[config.mk]
export PLATFORM = sky130hd
export DESIGN_NAME = control_sequencer_flat
export DESIGN_NICKNAME = d
export VERILOG_FILES = /design/src/rtl/cpu_pkg.sv /design/src/rtl/control_sequencer_if.sv /design/src/rtl/control_sequencer_select_encode.sv /design/src/rtl/control_sequencer.sv /design/src/flat_wrapper.sv
export SDC_FILE = /design/constraint.sdc
export NUM_CORES = 1
export LEC_CHECK = 0
export CORE_UTILIZATION = 42
export CTS_BUF_LIST = sky130_fd_sc_hd__clkbuf_8
export CTS_CLUSTER_SIZE = 30
export DETAILED_ROUTE_END_ITERATION = 7
export HOLD_SLACK_MARGIN = 0.02
export PLACE_DENSITY_LB_ADDON = 0.25
export SYNTH_ARGS = -nofsm -noshare
export SYNTH_HDL_FRONTEND = slang
export SYNTH_SLANG_ARGS = --single-unit
export TNS_END_PERCENT = 100
[constraint.sdc]
create_clock -name clock -period 6.7 [get_ports clock]
set_input_delay 1.005 -clock clock [delete_from_list [all_inputs] [get_ports clock]]
set_output_delay 1.005 -clock clock [all_outputs]
set_load 0.005 [all_outputs]
[src/rtl/cpu_pkg.sv]
// Shared definitions for the control sequencer: opcodes, IR field positions,
// FSM states and the opcode-to-instruction-class decode.
package cpu_pkg;

  localparam int OPC_HI = 31;
  localparam int OPC_LO = 27;
  localparam int RA_HI  = 26;
  localparam int RA_LO  = 23;
  localparam int RB_HI  = 22;
  localparam int RB_LO  = 19;
  localparam int RC_HI  = 18;
  localparam int RC_LO  = 15;

  localparam logic [4:0] OP_LD   = 5'b00000;
  localparam logic [4:0] OP_LDI  = 5'b00001;
  localparam logic [4:0] OP_ST   = 5'b00010;
  localparam logic [4:0] OP_ADD  = 5'b00011;
  localparam logic [4:0] OP_SHL  = 5'b01011;
  localparam logic [4:0] OP_ADDI = 5'b01100;
  localparam logic [4:0] OP_ORI  = 5'b01110;
  localparam logic [4:0] OP_DIV  = 5'b01111;
  localparam logic [4:0] OP_MUL  = 5'b10000;
  localparam logic [4:0] OP_NEG  = 5'b10001;
  localparam logic [4:0] OP_NOT  = 5'b10010;
  localparam logic [4:0] OP_BR   = 5'b10011;
  localparam logic [4:0] OP_JR   = 5'b10100;
  localparam logic [4:0] OP_NOP  = 5'b11010;
  localparam logic [4:0] OP_HALT = 5'b11011;

  typedef enum logic [3:0] {
    S_IDLE, S_F0, S_F1, S_F2, S_T3, S_T4, S_T5, S_T6, S_T7, S_HALT
  } state_e;

  typedef enum logic [3:0] {
    C_ALU3, C_IMM, C_LDI, C_LD, C_ST, C_MULDIV, C_UNARY,
    C_BR, C_JR, C_NOP, C_HALT, C_ILL
  } iclass_e;

  function automatic iclass_e classify(input logic [4:0] op);
    iclass_e c;
    if (op == OP_LD)                            c = C_LD;
    else if (op == OP_LDI)                      c = C_LDI;
    else if (op == OP_ST)                       c = C_ST;
    else if (op >= OP_ADD && op <= OP_SHL)      c = C_ALU3;
    else if (op >= OP_ADDI && op <= OP_ORI)     c = C_IMM;
    else if (op == OP_DIV || op == OP_MUL)      c = C_MULDIV;
    else if (op == OP_NEG || op == OP_NOT)      c = C_UNARY;
    else if (op == OP_BR)                       c = C_BR;
    else if (op == OP_JR)                       c = C_JR;
    else if (op == OP_NOP)                      c = C_NOP;
    else if (op == OP_HALT)                     c = C_HALT;
    else                                        c = C_ILL;
    return c;
  endfunction

endpackage

[src/rtl/control_sequencer_if.sv]
// Strobe bundle between the control sequencer (master) and the bus datapath (slave).
interface control_sequencer_if #(
  parameter int NUM_REGS = 16
);
  logic                run;
  logic [31:0]         ir;
  logic                con_ff;

  logic                PCout, ZLowout, ZHighout, MDRout, Cout;
  logic                MAR_enable, Z_low_enable, Z_high_enable, PC_enable, MDR_enable;
  logic                IR_enable, Y_enable, HI_enable, LO_enable, CON_enable;
  logic                IncPC, Read, Write, BAout;
  logic [4:0]          operation;
  logic [NUM_REGS-1:0] reg_in;
  logic [NUM_REGS-1:0] reg_out;
  logic                halted;
  logic                illegal;

  modport master (
    input  run, ir, con_ff,
    output PCout, ZLowout, ZHighout, MDRout, Cout,
           MAR_enable, Z_low_enable, Z_high_enable, PC_enable, MDR_enable,
           IR_enable, Y_enable, HI_enable, LO_enable, CON_enable,
           IncPC, Read, Write, BAout, operation, reg_in, reg_out, halted, illegal
  );

  modport slave (
    output run, ir, con_ff,
    input  PCout, ZLowout, ZHighout, MDRout, Cout,
           MAR_enable, Z_low_enable, Z_high_enable, PC_enable, MDR_enable,
           IR_enable, Y_enable, HI_enable, LO_enable, CON_enable,
           IncPC, Read, Write, BAout, operation, reg_in, reg_out, halted, illegal
  );
endinterface

[src/rtl/control_sequencer_select_encode.sv]
// Picks the Ra/Rb/Rc field of IR and expands it into one-hot GPR in/out strobes.
module select_encode
  import cpu_pkg::*;
#(
  parameter int NUM_REGS = 16
) (
  input  logic [31:0]         ir,
  input  logic                gra,
  input  logic                grb,
  input  logic                grc,
  input  logic                rin,
  input  logic                rout,
  input  logic                baout,
  output logic [NUM_REGS-1:0] reg_in,
  output logic [NUM_REGS-1:0] reg_out
);

  logic [3:0]          field;
  logic [NUM_REGS-1:0] onehot;
  logic                unused_ir;

  assign unused_ir = ^{ir[OPC_HI:OPC_LO], ir[RC_LO-1:0]};

  always_comb begin
    field = '0;
    if (gra)      field = ir[RA_HI:RA_LO];
    else if (grb) field = ir[RB_HI:RB_LO];
    else if (grc) field = ir[RC_HI:RC_LO];
    onehot        = '0;
    onehot[field] = 1'b1;
    reg_in        = rin ? onehot : '0;
    // BAout still addresses the Rb field: the register file substitutes zero for R0.
    reg_out       = (rout || baout) ? onehot : '0;
  end

endmodule

[src/rtl/control_sequencer.sv]
// Multi-cycle control unit: fetch, then an opcode-specific execute sequence,
// driving every datapath strobe as a Moore decode of state and IR.
module control_sequencer
  import cpu_pkg::*;
#(
  parameter int MEM_WAIT = 0,
  parameter int NUM_REGS = 16
) (
  input  logic clock,
  input  logic clear,
  control_sequencer_if.master bus
);

  state_e     state_q, state_d;
  logic [2:0] wait_q, wait_d;
  logic       gra, grb, grc, rin, rout, done, wait_done;
  logic [4:0] opcode;
  iclass_e    cls;

  assign opcode    = bus.ir[OPC_HI:OPC_LO];
  assign cls       = classify(opcode);
  assign wait_done = (wait_q == 3'(MEM_WAIT));

  always_ff @(posedge clock or negedge clear) begin
    if (!clear) begin
      state_q <= S_IDLE;
      wait_q  <= '0;
    end else begin
      state_q <= state_d;
      wait_q  <= wait_d;
    end
  end

  always_comb begin
    state_d           = state_q;
    wait_d            = '0;
    done              = 1'b0;
    gra               = 1'b0;
    grb               = 1'b0;
    grc               = 1'b0;
    rin               = 1'b0;
    rout              = 1'b0;
    bus.PCout         = 1'b0;
    bus.ZLowout       = 1'b0;
    bus.ZHighout      = 1'b0;
    bus.MDRout        = 1'b0;
    bus.Cout          = 1'b0;
    bus.MAR_enable    = 1'b0;
    bus.Z_low_enable  = 1'b0;
    bus.Z_high_enable = 1'b0;
    bus.PC_enable     = 1'b0;
    bus.MDR_enable    = 1'b0;
    bus.IR_enable     = 1'b0;
    bus.Y_enable      = 1'b0;
    bus.HI_enable     = 1'b0;
    bus.LO_enable     = 1'b0;
    bus.CON_enable    = 1'b0;
    bus.IncPC         = 1'b0;
    bus.Read          = 1'b0;
    bus.Write         = 1'b0;
    bus.BAout         = 1'b0;
    bus.operation     = '0;
    bus.illegal       = 1'b0;
    bus.halted        = (state_q == S_HALT);

    case (state_q)
      S_IDLE: if (bus.run) state_d = S_F0;
      S_F0: begin
        bus.PCout = 1'b1; bus.MAR_enable = 1'b1; bus.IncPC = 1'b1;
        state_d = S_F1;
      end
      S_F1: begin
        bus.Read = 1'b1; bus.MDR_enable = 1'b1;
        if (wait_done) state_d = S_F2;
        else           wait_d  = wait_q + 3'd1;
      end
      // nop/halt dispatch here: ir already presents the word being loaded into IR.
      S_F2: begin
        bus.MDRout = 1'b1; bus.IR_enable = 1'b1;
        if (cls == C_NOP)       done    = 1'b1;
        else if (cls == C_HALT) state_d = S_HALT;
        else                    state_d = S_T3;
      end
      S_T3: begin
        state_d = S_T4;
        case (cls)
          C_ALU3, C_IMM:     begin grb = 1'b1; rout = 1'b1; bus.Y_enable = 1'b1; end
          C_LDI, C_LD, C_ST: begin grb = 1'b1; bus.BAout = 1'b1; bus.Y_enable = 1'b1; end
          C_MULDIV:          begin gra = 1'b1; rout = 1'b1; bus.Y_enable = 1'b1; end
          C_UNARY: begin
            grb = 1'b1; rout = 1'b1; bus.operation = opcode; bus.Z_low_enable = 1'b1;
          end
          C_BR:    begin gra = 1'b1; rout = 1'b1; bus.CON_enable = 1'b1; end
          C_JR:    begin gra = 1'b1; rout = 1'b1; bus.PC_enable = 1'b1; done = 1'b1; end
          default: begin bus.illegal = (cls == C_ILL); done = 1'b1; end
        endcase
      end
      S_T4: begin
        state_d = S_T5;
        case (cls)
          C_ALU3: begin
            grc = 1'b1; rout = 1'b1; bus.operation = opcode; bus.Z_low_enable = 1'b1;
          end
          C_IMM:             begin bus.Cout = 1'b1; bus.operation = opcode; bus.Z_low_enable = 1'b1; end
          C_LDI, C_LD, C_ST: begin bus.Cout = 1'b1; bus.operation = OP_ADD; bus.Z_low_enable = 1'b1; end
          C_MULDIV: begin
            grb = 1'b1; rout = 1'b1; bus.operation = opcode;
            bus.Z_low_enable = 1'b1; bus.Z_high_enable = 1'b1;
          end
          C_UNARY: begin bus.ZLowout = 1'b1; gra = 1'b1; rin = 1'b1; done = 1'b1; end
          C_BR:    begin bus.PCout = 1'b1; bus.Y_enable = 1'b1; end
          default: done = 1'b1;
        endcase
      end
      S_T5: begin
        state_d = S_T6;
        case (cls)
          C_ALU3, C_IMM, C_LDI: begin bus.ZLowout = 1'b1; gra = 1'b1; rin = 1'b1; done = 1'b1; end
          C_LD, C_ST: begin bus.ZLowout = 1'b1; bus.MAR_enable = 1'b1; end
          C_MULDIV:   begin bus.ZLowout = 1'b1; bus.LO_enable = 1'b1; end
          C_BR:       begin bus.Cout = 1'b1; bus.operation = OP_ADD; bus.Z_low_enable = 1'b1; end
          default:    done = 1'b1;
        endcase
      end
      S_T6: begin
        case (cls)
          C_LD: begin
            bus.Read = 1'b1; bus.MDR_enable = 1'b1;
            if (wait_done) state_d = S_T7;
            else           wait_d  = wait_q + 3'd1;
          end
          C_ST:     begin gra = 1'b1; rout = 1'b1; bus.MDR_enable = 1'b1; state_d = S_T7; end
          C_MULDIV: begin bus.ZHighout = 1'b1; bus.HI_enable = 1'b1; done = 1'b1; end
          // The only Mealy term: the branch is taken on the live condition flag.
          C_BR:     begin bus.ZLowout = 1'b1; bus.PC_enable = bus.con_ff; done = 1'b1; end
          default:  done = 1'b1;
        endcase
      end
      S_T7: begin
        case (cls)
          C_LD: begin bus.MDRout = 1'b1; gra = 1'b1; rin = 1'b1; done = 1'b1; end
          C_ST: begin
            bus.Write = 1'b1;
            if (wait_done) done   = 1'b1;
            else           wait_d = wait_q + 3'd1;
          end
          default: done = 1'b1;
        endcase
      end
      S_HALT:  state_d = S_HALT;
      default: state_d = S_IDLE;
    endcase

    if (done) state_d = bus.run ? S_F0 : S_IDLE;
  end

  select_encode #(.NUM_REGS(NUM_REGS)) u_select_encode (
    .ir      (bus.ir),
    .gra     (gra),
    .grb     (grb),
    .grc     (grc),
    .rin     (rin),
    .rout    (rout),
    .baout   (bus.BAout),
    .reg_in  (bus.reg_in),
    .reg_out (bus.reg_out)
  );

endmodule

[src/flat_wrapper.sv]
// flat-port wrapper written by rule: the top's interface ports become plain ports
module control_sequencer_flat import cpu_pkg::*;
#(
  parameter int MEM_WAIT = 0,
  parameter int NUM_REGS = 16
)
  (clock, clear, bus_run, bus_ir, bus_con_ff, bus_PCout, bus_ZLowout, bus_ZHighout, bus_MDRout, bus_Cout, bus_MAR_enable, bus_Z_low_enable, bus_Z_high_enable, bus_PC_enable, bus_MDR_enable, bus_IR_enable, bus_Y_enable, bus_HI_enable, bus_LO_enable, bus_CON_enable, bus_IncPC, bus_Read, bus_Write, bus_BAout, bus_operation, bus_reg_in, bus_reg_out, bus_halted, bus_illegal);
  control_sequencer_if #(.NUM_REGS(NUM_REGS)) bus_i ();
  input  logic clock;
  input  logic clear;
  input wire logic [$bits(bus_i.run)-1:0] bus_run;
  input wire logic [$bits(bus_i.ir)-1:0] bus_ir;
  input wire logic [$bits(bus_i.con_ff)-1:0] bus_con_ff;
  output wire logic [$bits(bus_i.PCout)-1:0] bus_PCout;
  output wire logic [$bits(bus_i.ZLowout)-1:0] bus_ZLowout;
  output wire logic [$bits(bus_i.ZHighout)-1:0] bus_ZHighout;
  output wire logic [$bits(bus_i.MDRout)-1:0] bus_MDRout;
  output wire logic [$bits(bus_i.Cout)-1:0] bus_Cout;
  output wire logic [$bits(bus_i.MAR_enable)-1:0] bus_MAR_enable;
  output wire logic [$bits(bus_i.Z_low_enable)-1:0] bus_Z_low_enable;
  output wire logic [$bits(bus_i.Z_high_enable)-1:0] bus_Z_high_enable;
  output wire logic [$bits(bus_i.PC_enable)-1:0] bus_PC_enable;
  output wire logic [$bits(bus_i.MDR_enable)-1:0] bus_MDR_enable;
  output wire logic [$bits(bus_i.IR_enable)-1:0] bus_IR_enable;
  output wire logic [$bits(bus_i.Y_enable)-1:0] bus_Y_enable;
  output wire logic [$bits(bus_i.HI_enable)-1:0] bus_HI_enable;
  output wire logic [$bits(bus_i.LO_enable)-1:0] bus_LO_enable;
  output wire logic [$bits(bus_i.CON_enable)-1:0] bus_CON_enable;
  output wire logic [$bits(bus_i.IncPC)-1:0] bus_IncPC;
  output wire logic [$bits(bus_i.Read)-1:0] bus_Read;
  output wire logic [$bits(bus_i.Write)-1:0] bus_Write;
  output wire logic [$bits(bus_i.BAout)-1:0] bus_BAout;
  output wire logic [$bits(bus_i.operation)-1:0] bus_operation;
  output wire logic [$bits(bus_i.reg_in)-1:0] bus_reg_in;
  output wire logic [$bits(bus_i.reg_out)-1:0] bus_reg_out;
  output wire logic [$bits(bus_i.halted)-1:0] bus_halted;
  output wire logic [$bits(bus_i.illegal)-1:0] bus_illegal;
  assign bus_i.run = bus_run;
  assign bus_i.ir = bus_ir;
  assign bus_i.con_ff = bus_con_ff;
  assign bus_PCout = bus_i.PCout;
  assign bus_ZLowout = bus_i.ZLowout;
  assign bus_ZHighout = bus_i.ZHighout;
  assign bus_MDRout = bus_i.MDRout;
  assign bus_Cout = bus_i.Cout;
  assign bus_MAR_enable = bus_i.MAR_enable;
  assign bus_Z_low_enable = bus_i.Z_low_enable;
  assign bus_Z_high_enable = bus_i.Z_high_enable;
  assign bus_PC_enable = bus_i.PC_enable;
  assign bus_MDR_enable = bus_i.MDR_enable;
  assign bus_IR_enable = bus_i.IR_enable;
  assign bus_Y_enable = bus_i.Y_enable;
  assign bus_HI_enable = bus_i.HI_enable;
  assign bus_LO_enable = bus_i.LO_enable;
  assign bus_CON_enable = bus_i.CON_enable;
  assign bus_IncPC = bus_i.IncPC;
  assign bus_Read = bus_i.Read;
  assign bus_Write = bus_i.Write;
  assign bus_BAout = bus_i.BAout;
  assign bus_operation = bus_i.operation;
  assign bus_reg_in = bus_i.reg_in;
  assign bus_reg_out = bus_i.reg_out;
  assign bus_halted = bus_i.halted;
  assign bus_illegal = bus_i.illegal;
  control_sequencer #(.MEM_WAIT(MEM_WAIT), .NUM_REGS(NUM_REGS)) u_core (.clock(clock), .clear(clear), .bus(bus_i));
endmodule
### Word level (Yosys, flattened, before mapping)

Index checks and enable logic that the tools add are counted.

* input bits: 36
* output and inout port bits: 58
* logic and storage cells: 155
* register bits after elaboration: 7

* $lt $le $gt $ge: 6
* muxes and demuxes: 85
* add/subtract/negate cells: 1
* reductions and logical operators: 25
* eq/ne operators: 36

Operator list (count)
* $mux W4: 19
* $pmux W4 S10: 1
* $mux W1: 38
* $eq A5 B5 Y1 const B: 7
* $eq A4 B3 Y1 const B: 8
* $mux W16: 2
* $eq A4 B4 Y1 const B: 6
* $pmux W1 S2: 9
* $reduce_or A6 Y1: 3
* $eq A4 B2 Y1 const B: 4
* $pmux W5 S3: 1
* $pmux W1 S3: 4
* $reduce_or A3 Y1: 4
* $le A5 B4 Y1 const B: 2
* $pmux W5 S2: 1
* $mux W3: 3
* $pmux W3 S3: 1
* $reduce_or A9 Y1: 1
* $eq A4 B1 Y1 const B: 2
* $logic_not A4 Y1: 2
* $pmux W4 S2: 1
* $reduce_or A4 Y1: 2
* $reduce_or A8 Y1: 1
* $reduce_or A7 Y1: 1
* other kinds (24): 30

### Logic depth before layout (Yosys ltp)

* word-level depth: 23
* mapped depth: 9
* mapped depth without buffers: 7

### By module

Synthesis repeated with hierarchy kept, for this count alone.

* cells, all modules: 253
* area, all modules: 1866.8 um^2

By module, submodules not included
* control_sequencer: cells each 181, sequential area each 175.2 um^2, times used 1, area each 1228.7 um^2
* select_encode: cells each 72, sequential area each 0.0 um^2, times used 1, area each 638.1 um^2

### Least setup slack after synthesis

Ideal clock, no wire load.

* path type: in2out
* start point: in bus_ir[27]
* end point: out bus_reg_out[0]
* cell stages on the path: 9
* required time: 5695 ps
* buffers on the path: 3
* arrival time: 2818 ps
* slack: 2877 ps
* cell sequence: buf_2 -> or2_1 -> clkbuf_1 -> a21boi_1 -> o22ai_4 -> a22o_1 -> or2_1 -> buf_2 -> nor4_1

* word-level cells in the longest chain between the ends: 23
* elaborated cells between the ends (all ways): 71
* those cells by class: order compare: 6; eq/ne: 18; mux: 33; reduce/logical: 14

Ends and longest elaborated chain
* start, declared: line flat_wrapper.sv:12 `input wire logic [$bits(bus_i.ir)-1:0] bus_ir;`
* $eq A5 B5 Y1: line cpu_pkg.sv:51 `else if (op == OP_HALT) c = C_HALT;`
* $mux W1: line cpu_pkg.sv:51
* $mux W4: line cpu_pkg.sv:50 `else if (op == OP_NOP) c = C_NOP;`
* $mux W4: line cpu_pkg.sv:49 `else if (op == OP_JR) c = C_JR;`
* $mux W4: line cpu_pkg.sv:48 `else if (op == OP_BR) c = C_BR;`
* $mux W4: line cpu_pkg.sv:47 `else if (op == OP_NEG || op == OP_NOT) c = C_UNARY;`
* $mux W4: line cpu_pkg.sv:46 `else if (op == OP_DIV || op == OP_MUL) c = C_MULDIV;`
* $mux W4: line cpu_pkg.sv:45 `else if (op >= OP_ADDI && op <= OP_ORI) c = C_IMM;`
* [... 7 more ...]
* $pmux W1 S2 or $mux W4 (tied branches): line control_sequencer.sv:66, control_sequencer_select_encode.sv:28
* $mux W4: line control_sequencer_select_encode.sv:27 `else if (grb) field = ir[RB_HI:RB_LO];`
* $mux W4: line control_sequencer_select_encode.sv:26 `if (gra) field = ir[RA_HI:RA_LO];`
* $lt A4 B5 Y1 (not written as such) or $ge A4 B1 Y1 (tied branches): line control_sequencer_select_encode.sv:30 `onehot[field] = 1'b1;`
* $logic_and A1 B1 Y1 (not written as such): line control_sequencer_select_encode.sv:30
* $mux W1 (not written as such): line control_sequencer_select_encode.sv:30
* $demux W1 S4: line control_sequencer_select_encode.sv:30
* $mux W16 (*): line control_sequencer_select_encode.sv:33 `reg_out = (rout || baout) ? onehot : '0;`
* end, declared: line flat_wrapper.sv:35 `output wire logic [$bits(bus_i.reg_out)-1:0] bus_reg_out;`

Every way passes the cells marked *; elsewhere a longest branch is shown, timed or not.

### Final worst setup path

* start point: in bus_ir[31]
* end point: out bus_reg_out[6]

Same word-level chain as after synthesis.

==> flow_summary_export.csv <==
group,metric,value,unit
outcome,status,"finished, final reports clean",
cells_and_area,nets,333,
critical_path,cpLargestDelayFamily,"buffers and inverters",
placement,gp_congestion,0.867,
critical_path,crit_chain,"clkdlybuf4s50_1, buf_4, or3b_1, o22a_1, o22ai_4, a22oi_1, a211o_1, nor3_1, clkdlybuf4s50_1",
critical_path,crit_path_frequent_cell,"clkdlybuf4s50_1",
critical_path,worstSetupEndpointType,"output port",
clocking,ctsResizeCount,0,
cells_and_area,antenna_cells,0,
yosys,synth_flop_cell,"dfrtp_1",
critical_path,cp-start-kind,"input port",
global_routing,grt_usage,25.2,%
timing,tightestPinTransition,0.786,ns
floorplanning,start_util,45.7,%
clocking,tritoncts,"yes",
global_routing,antenna_found_initial,0,
critical_path,r2r_end,"u_core.state_q[0]",
floorplanning,core-area,3470,um2
yosys,synth_warnings,0,
yosys,netlist_instances,232,
yosys,seq_area_frac_synth,11.0,%
floorplanning,die_area,4020,um2
critical_path,cp.depth,9,
cells_and_area,drive_gt1_share,6.12,%
timing,slew_headroom,46.2,%
placement,dp_worst_setup_slack,1.33,ns
timing,fin_crit_sh,80.7,%
clocking,hold_buffers,0,
floorplanning,io_pins,94,
clocking,clk-insertion-delay-late,0.24,ns
cells_and_area,final_area,2370,um2
critical_path,endpoint,"bus_reg_out[6]",
floorplanning,die_h,63.4,um
min_path,hold_path.class,"reg2reg",
yosys,syn_avg_cell_area,6.83,um2
clocking,cts_sinks,7,
critical_path,cp_num_buf_inv,3,
placement,portBuffers,78,
global_routing,grt_pass1_wl,8360,um
critical_path,crit_required,5.69,ns
timing,setup_ws,1.29,ns
critical_path,cp_slowest_stage_delay,0.70,ns
route,firstDrtPassIters,5,
timing,hold_slack,0.454,ns
global_routing,grt.overflow.total,0,
timing,rsz0062_at_grt,"false",
timing,setup_viol,0,
critical_path,critPathKind,"in2out",
pwr,peakVddDrop,0.175,mV
critical_path,worstRegToRegCells,4,
pwr,power_density,205,nW/um2
clocking,cts_inserted_buffers,3,
cells_and_area,syn2layout_area_growth,49.8,%
yosys,synthArstFlopShare,100,%
route,wl,5100,um
critical_path,cp_max_fo,22,
clocking,clockBufferDepth,2,
critical_path,cp_slowest_cell,"clkdlybuf4s50_1",
route,num_vias,2055,
route,drt_iter0_markers,109,
clocking,post_cts_buffers,0,
clocking,htree_levels,1,
yosys,ys_seq_elements,7,
timing,final_hold_viol_count,0,
run,cap_violations,0,
critical_path,rrSetupSlack,4.28,ns
yosys,syn-num-nets,270,
yosys,synth_area,1590,um2
floorplanning,die_x,63.4,um
pwr,leakage,0.000829,uW
placement,dpl.hpwl,3780,um
yosys,synth_edf_count,0,
pwr,power,487,uW
yosys,synth.distinct_cells,73,
timing,skew,0.000585,ns
critical_path,startpoint,"bus_ir[31]",
route,drc,0,
critical_path,rr_startpoint,"u_core.state_q[0]",
route,antenna_left,0,
clocking,path_clk_slew,0.04,ns
route,wire_per_inst,15.0,um
global_routing,grt_pass1_vias,1835,
critical_path,crit_arrival,4.40,ns
timing,max_freq,0.185,GHz
timing,fin_setup_tns,0,ns
global_routing,grt_max_degree,23,
timing,final_max_slew_viol_count,0,
timing,post-route-min-period,5.41,ns
clocking,ctsRootBufferMaster,"clkbuf_8",
route,routed_via_density,6.04,
placement,placed_area,2330,um2
floorplanning,num_rows,21,
==> flip-flops by register name, indices dropped and copies added (netlist names) <==
register and flops:
u_core.state_q 4, u_core.wait_q 3
==> routing by layer <==
metal	up-vias	GRT usage, %	part of all wire, %
met3	4	5.25	8.6
met2	105	42.0	46
met4	0	6.25	0.67
li1	1006	-	-
met1	940	32.8	44
met5	-	0	0
==> final cells by class <==
class                   instances  area (um2)
clock buffers                   3        41.3
clock inverters                 1        3.75
fillers                       300        1090
inverters                       8        30.0
multi-input cells             196        1280
flip-flops and latches          7         175
well taps                      46        57.6
repair buffers                 79         788
==> per-stage QoR <==
step           instances  utilization, %
2_1_floorplan        232               -
3_3_place_gp         336            67.2
3_5_place_dp         336            67.2
4_1_cts              340            68.5
5_1_grt              340            68.5
6_report             340            68.5
==> cells in the mapped netlist, types with 2 or more instances <==
library cell / n / share of area, %
a21o_1: 4 / 1.9
ha_1: 2 / 1.6
a21oi_1: 12 / 3.8
or2_1: 2 / 0.79
nor2_1: 26 / 6.2
and2_1: 4 / 1.6
xnor2_1: 2 / 1.1
or3_1: 2 / 0.79
nand2b_1: 4 / 1.6
clkbuf_1: 7 / 1.7
o211ai_1: 3 / 1.4
buf_1: 3 / 0.71
dfrtp_1: 7 / 11
buf_2: 8 / 2.5
inv_1: 7 / 1.7
nand4bb_1: 2 / 1.4
o21bai_1: 5 / 2.4
a2bb2oi_1: 3 / 1.7
o21ai_1: 2 / 0.63
nor3_1: 26 / 8.2
nor2b_1: 2 / 0.79
a22oi_1: 3 / 1.4
nand4_1: 3 / 1.2
o22ai_1: 2 / 0.79
or4_1: 2 / 0.95
a31oi_1: 2 / 0.79
or2_2: 4 / 1.6
nand2_1: 18 / 4.3
o21ai_0: 10 / 3.2
nand3_1: 3 / 0.95
nor4_1: 8 / 3.2
a21boi_0: 2 / 0.95
o32ai_1: 2 / 1.1
==> where the power goes <==
part           internal [uW]  switching (uW)
Sequential              54.0            45.8
Combinational            164             162
Clock                   39.8            20.6
Total                    258             228
==> placed cells by master (no fill, tap or decap), types with 3 or more instances in the layout <==
cell,instances
clkdlybuf4s50_1,78
nor2_1,26
nor3_1,26
nand2_1,18
a21oi_1,12
o21ai_0,10
inv_1,8
nor4_1,8
dfrtp_1,7
o21bai_1,5
or2_2,4
nand2b_1,4
and2_1,4
a21o_1,4
nand4_1,3
a22oi_1,3
nand3_1,3
a2bb2oi_1,3
o211ai_1,3
clkbuf_8,3
==> worst reg2reg max path: cells and delay by family (launching register included) <==
family	cells	cell delay [ns]
multiplexers	1	0.36
flip-flops	1	0.65
AND/OR/NAND/NOR	1	0.61
AO/OA/AOI/OAI	2	0.67
==> worst min path at each step <==
| stage | start | slack [ns] | cells after the start | endpoint |
|---|---|---|---|---|
| 2_1_floorplan | u_core.wait_q[0] | 0.43 | 1 | u_core.wait_q[0] |
| 3_3_place_gp | u_core.wait_q[0] | 0.45 | 1 | u_core.wait_q[0] |
| 3_5_place_dp | u_core.wait_q[0] | 0.45 | 1 | u_core.wait_q[0] |
| 4_1_cts | u_core.wait_q[0] | 0.46 | 1 | u_core.wait_q[0] |
| 5_1_grt | u_core.wait_q[0] | 0.50 | 1 | u_core.wait_q[0] |
| 6_report | u_core.wait_q[0] | 0.45 | 1 | u_core.wait_q[0] |
==> kinds of logic (layout without fill, tap and decap cells) <==
| group | Yosys count | after routing | synth area share [%] |
|---|---|---|---|
| DFF | 7 | 7 | 11.0 |
| muxes | 1 | 1 | 0.710 |
| xor gates and xnor gates | 3 | 3 | 1.66 |
| adders and majority gates | 2 | 2 | 1.58 |
| AOI/OAI and AO/OA | 72 | 72 | 35.4 |
| and+or+nand+nor | 118 | 118 | 41.3 |
| buffers and inverters | 29 | 91 | 8.29 |
(Power assumes the default switching activity.)
